**src/rtl/ooo_completion_buffer.sv**
```systemverilog
// In-order completion buffer: dispatch allocates at tail, execute units write back
// by index, head retires one entry per cycle and raises a flush on an exception.
module ooo_completion_buffer #(
  parameter int NUM_CB_ENTRY = 16,
  parameter int NUM_WB       = 4,
  parameter int IDXW         = $clog2(NUM_CB_ENTRY)
) (
  input  logic                   CLK,
  input  logic                   RST,
  input  logic                   alloc_req,
  input  logic [4:0]             alloc_rd,
  output logic                   alloc_ready,
  output logic [IDXW-1:0]        alloc_index,
  input  logic [NUM_WB-1:0]      wb_done,
  input  logic [NUM_WB*IDXW-1:0] wb_index,
  input  logic [NUM_WB-1:0]      wb_wen,
  input  logic [NUM_WB*32-1:0]   wb_wdata,
  input  logic [NUM_WB-1:0]      wb_exception,
  output logic                   retire_valid,
  output logic [IDXW-1:0]        retire_index,
  output logic                   rf_wen,
  output logic [4:0]             rf_rd,
  output logic [31:0]            rf_wdata,
  output logic                   exception_out,
  output logic                   flush,
  output logic [IDXW:0]          count,
  output logic                   empty
);
  localparam logic [IDXW:0] PTR_ONE = 1;

  logic [NUM_CB_ENTRY-1:0]       valid_q, done_q, wen_q, exc_q;
  logic [NUM_CB_ENTRY-1:0][4:0]  rd_q;
  logic [NUM_CB_ENTRY-1:0][31:0] wdata_q;
  logic [IDXW:0]                 head_q, tail_q;
  logic [NUM_WB-1:0][IDXW-1:0]   wb_idx;
  logic [NUM_WB-1:0][31:0]       wb_data;
  logic [IDXW-1:0]               hp, tp;
  logic                          full, alloc_fire, retire_now, head_exc;

  for (genvar k = 0; k < NUM_WB; k++) begin : g_wb
    assign wb_idx[k]  = wb_index[k*IDXW +: IDXW];
    assign wb_data[k] = wb_wdata[k*32 +: 32];
  end

  assign hp          = head_q[IDXW-1:0];
  assign tp          = tail_q[IDXW-1:0];
  assign full        = (hp == tp) && (head_q[IDXW] != tail_q[IDXW]);
  // Slot freed by a same-cycle retire is only visible next cycle.
  assign alloc_ready = !RST && !full && !flush;
  assign alloc_index = tp;
  assign alloc_fire  = alloc_req && alloc_ready;
  assign retire_now  = valid_q[hp] && done_q[hp];
  assign head_exc    = exc_q[hp];
  assign count       = tail_q - head_q;
  assign empty       = (count == '0);

  always_ff @(posedge CLK or posedge RST) begin
    if (RST) begin
      valid_q <= '0;
      done_q  <= '0;
      wen_q   <= '0;
      exc_q   <= '0;
      rd_q    <= '0;
      wdata_q <= '0;
    end else if (retire_now && head_exc) begin
      valid_q <= '0;
      done_q  <= '0;
    end else begin
      // Descending order so the lowest-numbered unit's write lands last and wins.
      for (int k = NUM_WB-1; k >= 0; k--) begin
        if (wb_done[k] && valid_q[wb_idx[k]]) begin
          done_q[wb_idx[k]]  <= 1'b1;
          wen_q[wb_idx[k]]   <= wb_wen[k];
          exc_q[wb_idx[k]]   <= wb_exception[k];
          wdata_q[wb_idx[k]] <= wb_data[k];
        end
      end
      if (retire_now) begin
        valid_q[hp] <= 1'b0;
        done_q[hp]  <= 1'b0;
      end
      if (alloc_fire) begin
        valid_q[tp] <= 1'b1;
        done_q[tp]  <= 1'b0;
        exc_q[tp]   <= 1'b0;
        rd_q[tp]    <= alloc_rd;
      end
    end
  end

  always_ff @(posedge CLK or posedge RST) begin
    if (RST) begin
      head_q        <= '0;
      tail_q        <= '0;
      retire_valid  <= 1'b0;
      retire_index  <= '0;
      rf_wen        <= 1'b0;
      rf_rd         <= '0;
      rf_wdata      <= '0;
      exception_out <= 1'b0;
      flush         <= 1'b0;
    end else begin
      retire_valid  <= retire_now;
      rf_wen        <= retire_now && wen_q[hp] && (rd_q[hp] != 5'd0) && !head_exc;
      exception_out <= retire_now && head_exc;
      flush         <= retire_now && head_exc;
      if (retire_now) begin
        retire_index <= hp;
        rf_rd        <= rd_q[hp];
        rf_wdata     <= wdata_q[hp];
      end
      if (retire_now && head_exc) begin
        head_q <= '0;
        tail_q <= '0;
      end else begin
        if (retire_now) head_q <= head_q + PTR_ONE;
        if (alloc_fire) tail_q <= tail_q + PTR_ONE;
      end
    end
  end
endmodule

```
**config.mk**
```make
export PLATFORM = sky130hd
export DESIGN_NAME = ooo_completion_buffer
export DESIGN_NICKNAME = d
export VERILOG_FILES = /design/src/rtl/ooo_completion_buffer.sv
export SDC_FILE = /design/constraint.sdc
export NUM_CORES = 2
export LEC_CHECK = 0
export ABC_AREA = 1
export CAP_MARGIN = 0
export CORE_ASPECT_RATIO = 1.5
export CORE_UTILIZATION = 28
export CTS_CLUSTER_SIZE = 28
export DETAILED_ROUTE_END_ITERATION = 8
export PLACE_DENSITY = 0.51
export SKIP_LAST_GASP = 1
export SLEW_MARGIN = 30
export SYNTH_ARGS = -nofsm -noshare
export SYNTH_HDL_FRONTEND = slang
export SYNTH_SLANG_ARGS = --single-unit
```
**constraint.sdc**
```tcl
create_clock -name CLK -period 38.5 [get_ports CLK]
set_input_delay 9.625 -clock CLK [delete_from_list [all_inputs] [get_ports CLK]]
set_output_delay 9.625 -clock CLK [all_outputs]
set_load 0.02 [all_outputs]
```
==> results.sh <==
export IMPL_worstPathCellList="clkdlybuf4s50_1 -> inv_8 -> nand3_1 -> inv_1 -> clkdlybuf4s50_1"
export IMPL_cts_num_sinks=710
export IMPL_drc_errors=0
export IMPL_critical_path_slowest_cell="sky130_fd_sc_hd__clkdlybuf4s50_1"
export IMPL_finish_net_count=11300
export IMPL_async_flop_share_pct=100
export IMPL_max_clock_path_buffers=3
export IMPL_routedWlPerCell_um=25.7
export IMPL_cts_tree="done"
export IMPL_drt_initial_drc_count=9807
export IMPL_avgViaCountPerCell=5.39
export IMPL_post_synth_num_cell_types=43
export IMPL_synth_top_cells_by_area="sky130_fd_sc_hd__dfrtp_1, sky130_fd_sc_hd__nand2_1, sky130_fd_sc_hd__o21ai_0"
export IMPL_mostFrequentLayoutCells="sky130_fd_sc_hd__nand2_1, sky130_fd_sc_hd__inv_1, sky130_fd_sc_hd__o21ai_0, sky130_fd_sc_hd__nor2_1, sky130_fd_sc_hd__dfrtp_1"
export IMPL_grt_setup_unrepaired="no"
export IMPL_layout_setup_ws_ps=17490
export IMPL_die_width_um=393
export IMPL_cts_reportedPaths_clkPinSlew_ps=60
export IMPL_postSynthCellCount=11500
export IMPL_number_of_flip_flops_and_latches_in_the_synthesized_netlist=710
export IMPL_worstHoldPathCells=2
export IMPL_worst_slew_slack_as_a_fraction_of_its_limit_pct=23.8
export IMPL_achievable_frequency_mhz=47.6
export IMPL_critical_path_max_stage_delay_ps=600
export IMPL_yosys_most_used_dff="sky130_fd_sc_hd__dfrtp_1"
export IMPL_place_worst_setup_slack_ps=17430
export IMPL_timing_critical_path_max_delay_family="buffers and inverters"
export IMPL_finalCriticalPeriod_ps=21010
export IMPL_floorplan_initialDensity_pct=28.2
export IMPL_yosysWarnings=0
export IMPL_grt_util_all_layers_pct=30.7
export IMPL_synth_edff_count=0
export IMPL_antenna_violations_before_repair=40
export IMPL_via_count=76700
export IMPL_global_route_wire_length_before_repair_mm=514
export IMPL_clk_insertion_delay_late_ps=750
export IMPL_htree_levels=3
export IMPL_chipHeight_um=588
export IMPL_power_leakage_nw=35.6
export IMPL_slew_viol_final=0
export IMPL_dominant_cell_type_by_area_after_synthesis="sky130_fd_sc_hd__dfrtp_1"
export IMPL_synth_area_um2=64100
export IMPL_hold_path_end="retire_index[3]"
export IMPL_worstRegToRegCells=18
export IMPL_cellPowerDensity_nw_per_um2=66.7
export IMPL_postSynthNetCount=11700
export IMPL_layout_cells_most_common="sky130_fd_sc_hd__nand2_1"
export IMPL_cts_hold_buf=0
export IMPL_core_area_um2=227000
export IMPL_setup_tns_final_ps=0
export IMPL_grt_pass1_vias=69200
export IMPL_post_cts_resized=0
export IMPL_hold_path_startpoint="retire_index[3]"
export IMPL_ant_nets=0
export IMPL_worst_setup_path_category="input port to output port"
export IMPL_average_cell_area_after_synthesis_um2=5.56
export IMPL_endpoint_kind="output port"
export IMPL_critical_path_top_cell_by_count="sky130_fd_sc_hd__clkdlybuf4s50_1"
export IMPL_die_area_um2=231000
export IMPL_synth_largest_type_area_fraction_pct=27.7
export IMPL_crit_arrival_ps=11390
export IMPL_largest_net_degree_at_the_start_of_global_routing=214
export IMPL_layout_area_overhead_vs_synth_pct=10.6
export IMPL_place_hpwl_mm=208
export IMPL_post_cts_buffers=0
export IMPL_timing_clock_skew_ps=30.4
export IMPL_timing_final_hold_violations=0
export IMPL_totalWireLength_mm=365
export IMPL_final_setup_viol_count=0
export IMPL_worstPathMaxFanout=62
export IMPL_crit_buf_inv=4
export IMPL_synth_yosys_seq_area_share_pct=27.7
export IMPL_run_status="complete, no violations"
export IMPL_grt_remaining_overflow=0
export IMPL_io_buffer_count=219
export IMPL_max_cap_viol_count=0
export IMPL_vdd_ir_drop_worst_uv=47.8
export IMPL_max_slew_worst_pin_slew_ps=1140
export IMPL_hp_class="flop to flop"
export IMPL_worst_r2r_startpoint="head_q[0]"
export IMPL_drt_pre_antenna_iters=6
export IMPL_min_period_over_period_pct=54.6
export IMPL_critical_path_reg2reg_endpoint="wdata_q[452]"
export IMPL_placementRows=214
export IMPL_routabilityCongestion=0.911
export IMPL_crit_path_start_kind="input port"
export IMPL_fin_area_um2=71000
export IMPL_ctsRootBufferMaster="sky130_fd_sc_hd__clkbuf_16"
export IMPL_postPlaceCellArea_um2=68000
export IMPL_io_pin_count=220
export IMPL_cp_data_required_time_ps=28880
export IMPL_cts_inserted_buffers=86
export IMPL_worst_setup_slack_for_register_to_register_paths_ps=31400
export IMPL_layout_cells_sized_above_1_pct=3.82
## Yosys cell counts (12+ instances only)
cell type and instances:
sky130_fd_sc_hd__nand2_1 3430, sky130_fd_sc_hd__inv_1 1893, sky130_fd_sc_hd__o21ai_0 1611, sky130_fd_sc_hd__nor2_1 1147
sky130_fd_sc_hd__dfrtp_1 710, sky130_fd_sc_hd__a21oi_1 670, sky130_fd_sc_hd__nand3_1 657, sky130_fd_sc_hd__clkbuf_1 524
sky130_fd_sc_hd__buf_2 303, sky130_fd_sc_hd__o21ai_1 161, sky130_fd_sc_hd__nand4_1 82, sky130_fd_sc_hd__o22ai_1 43
sky130_fd_sc_hd__a31oi_1 38, sky130_fd_sc_hd__buf_4 34, sky130_fd_sc_hd__inv_2 30, sky130_fd_sc_hd__buf_1 26
sky130_fd_sc_hd__nand3_2 24, sky130_fd_sc_hd__a22o_1 20, sky130_fd_sc_hd__o211ai_1 18, sky130_fd_sc_hd__nor3_1 15
sky130_fd_sc_hd__a221oi_1 13, sky130_fd_sc_hd__ha_1 12
## kinds of logic (layout without fill, tap and decap cells)
group / after synthesis / after routing / synth area share, %
buf+inv: 2836 / 2460 / 17.5
flops: 710 / 710 / 27.7
simple gates: 5394 / 5394 / 33.8
compound gates: 2585 / 2585 / 20.6
other cells: 0 / 26 / 0
fa+ha+maj: 13 / 13 / 0.265
xor+xnor: 5 / 5 / 0.0683
## flip-flops by register name, summed over array words and instances (netlist names)
signal        count
done_q           16
exc_q            16
flush             1
head_q            5
rd_q             80
retire_index      4
retire_valid      1
rf_rd             5
rf_wdata         32
rf_wen            1
tail_q            5
valid_q          16
wdata_q         512
wen_q            16
## power breakdown
part	internal, W	total, W	switching (W)
Sequential	0.00109	0.00136	0.000274
Clock	0.000495	0.000895	0.000400
Combinational	0.000834	0.00248	0.00164
Total	0.00242	0.00473	0.00232
## stage by stage
| stage | hold WS (ps) | std cells | util (%) | power, W |
|---|---|---|---|---|
| floorplan | 448 | 11500 | - | 0.00303 |
| global placement | 460 | 14000 | 29.9 | 0.00377 |
| detailed placement | 466 | 14000 | 29.9 | 0.00379 |
| CTS | 483 | 14200 | 31.2 | 0.00469 |
| global route | 498 | 14200 | 31.2 | 0.00509 |
| finish | 480 | 14200 | 31.3 | 0.00473 |
## final cells by class
| cell class | count | area (um2) |
|---|---|---|
| Antenna cell | 26 | 65.1 |
| Clock buffer | 129 | 2590 |
| Clock inverter | 17 | 236 |
| Fill cell | 26000 | 156000 |
| Inverter | 1934 | 7280 |
| Multi-Input combinational cell | 7997 | 35700 |
| Sequential cell | 710 | 17800 |
| Tap cell | 3024 | 3780 |
| Timing Repair Buffer | 380 | 3580 |
## tightest hold or removal path, cell delays in order, from the launching register on
cell	delay, ps
sky130_fd_sc_hd__dfrtp_1	340
sky130_fd_sc_hd__nand2_1	50
sky130_fd_sc_hd__o21ai_0	50
## per-layer routing
layer	share of wire (%)	track usage [%]
met5	0.065	0
met4	7.7	20.3
met3	11	7.79
met2	43	47.3
met1	38	37.7
## worst max path at each step
stage	cells after the start	endpoint	slack (ps)	from
floorplan	3	alloc_ready	3720	RST
global placement	5	alloc_ready	17430	RST
detailed placement	5	alloc_ready	17430	RST
CTS	5	alloc_ready	17420	RST
global route	5	alloc_ready	17320	RST
finish	5	alloc_ready	17490	RST
(Power assumes the default switching activity.)
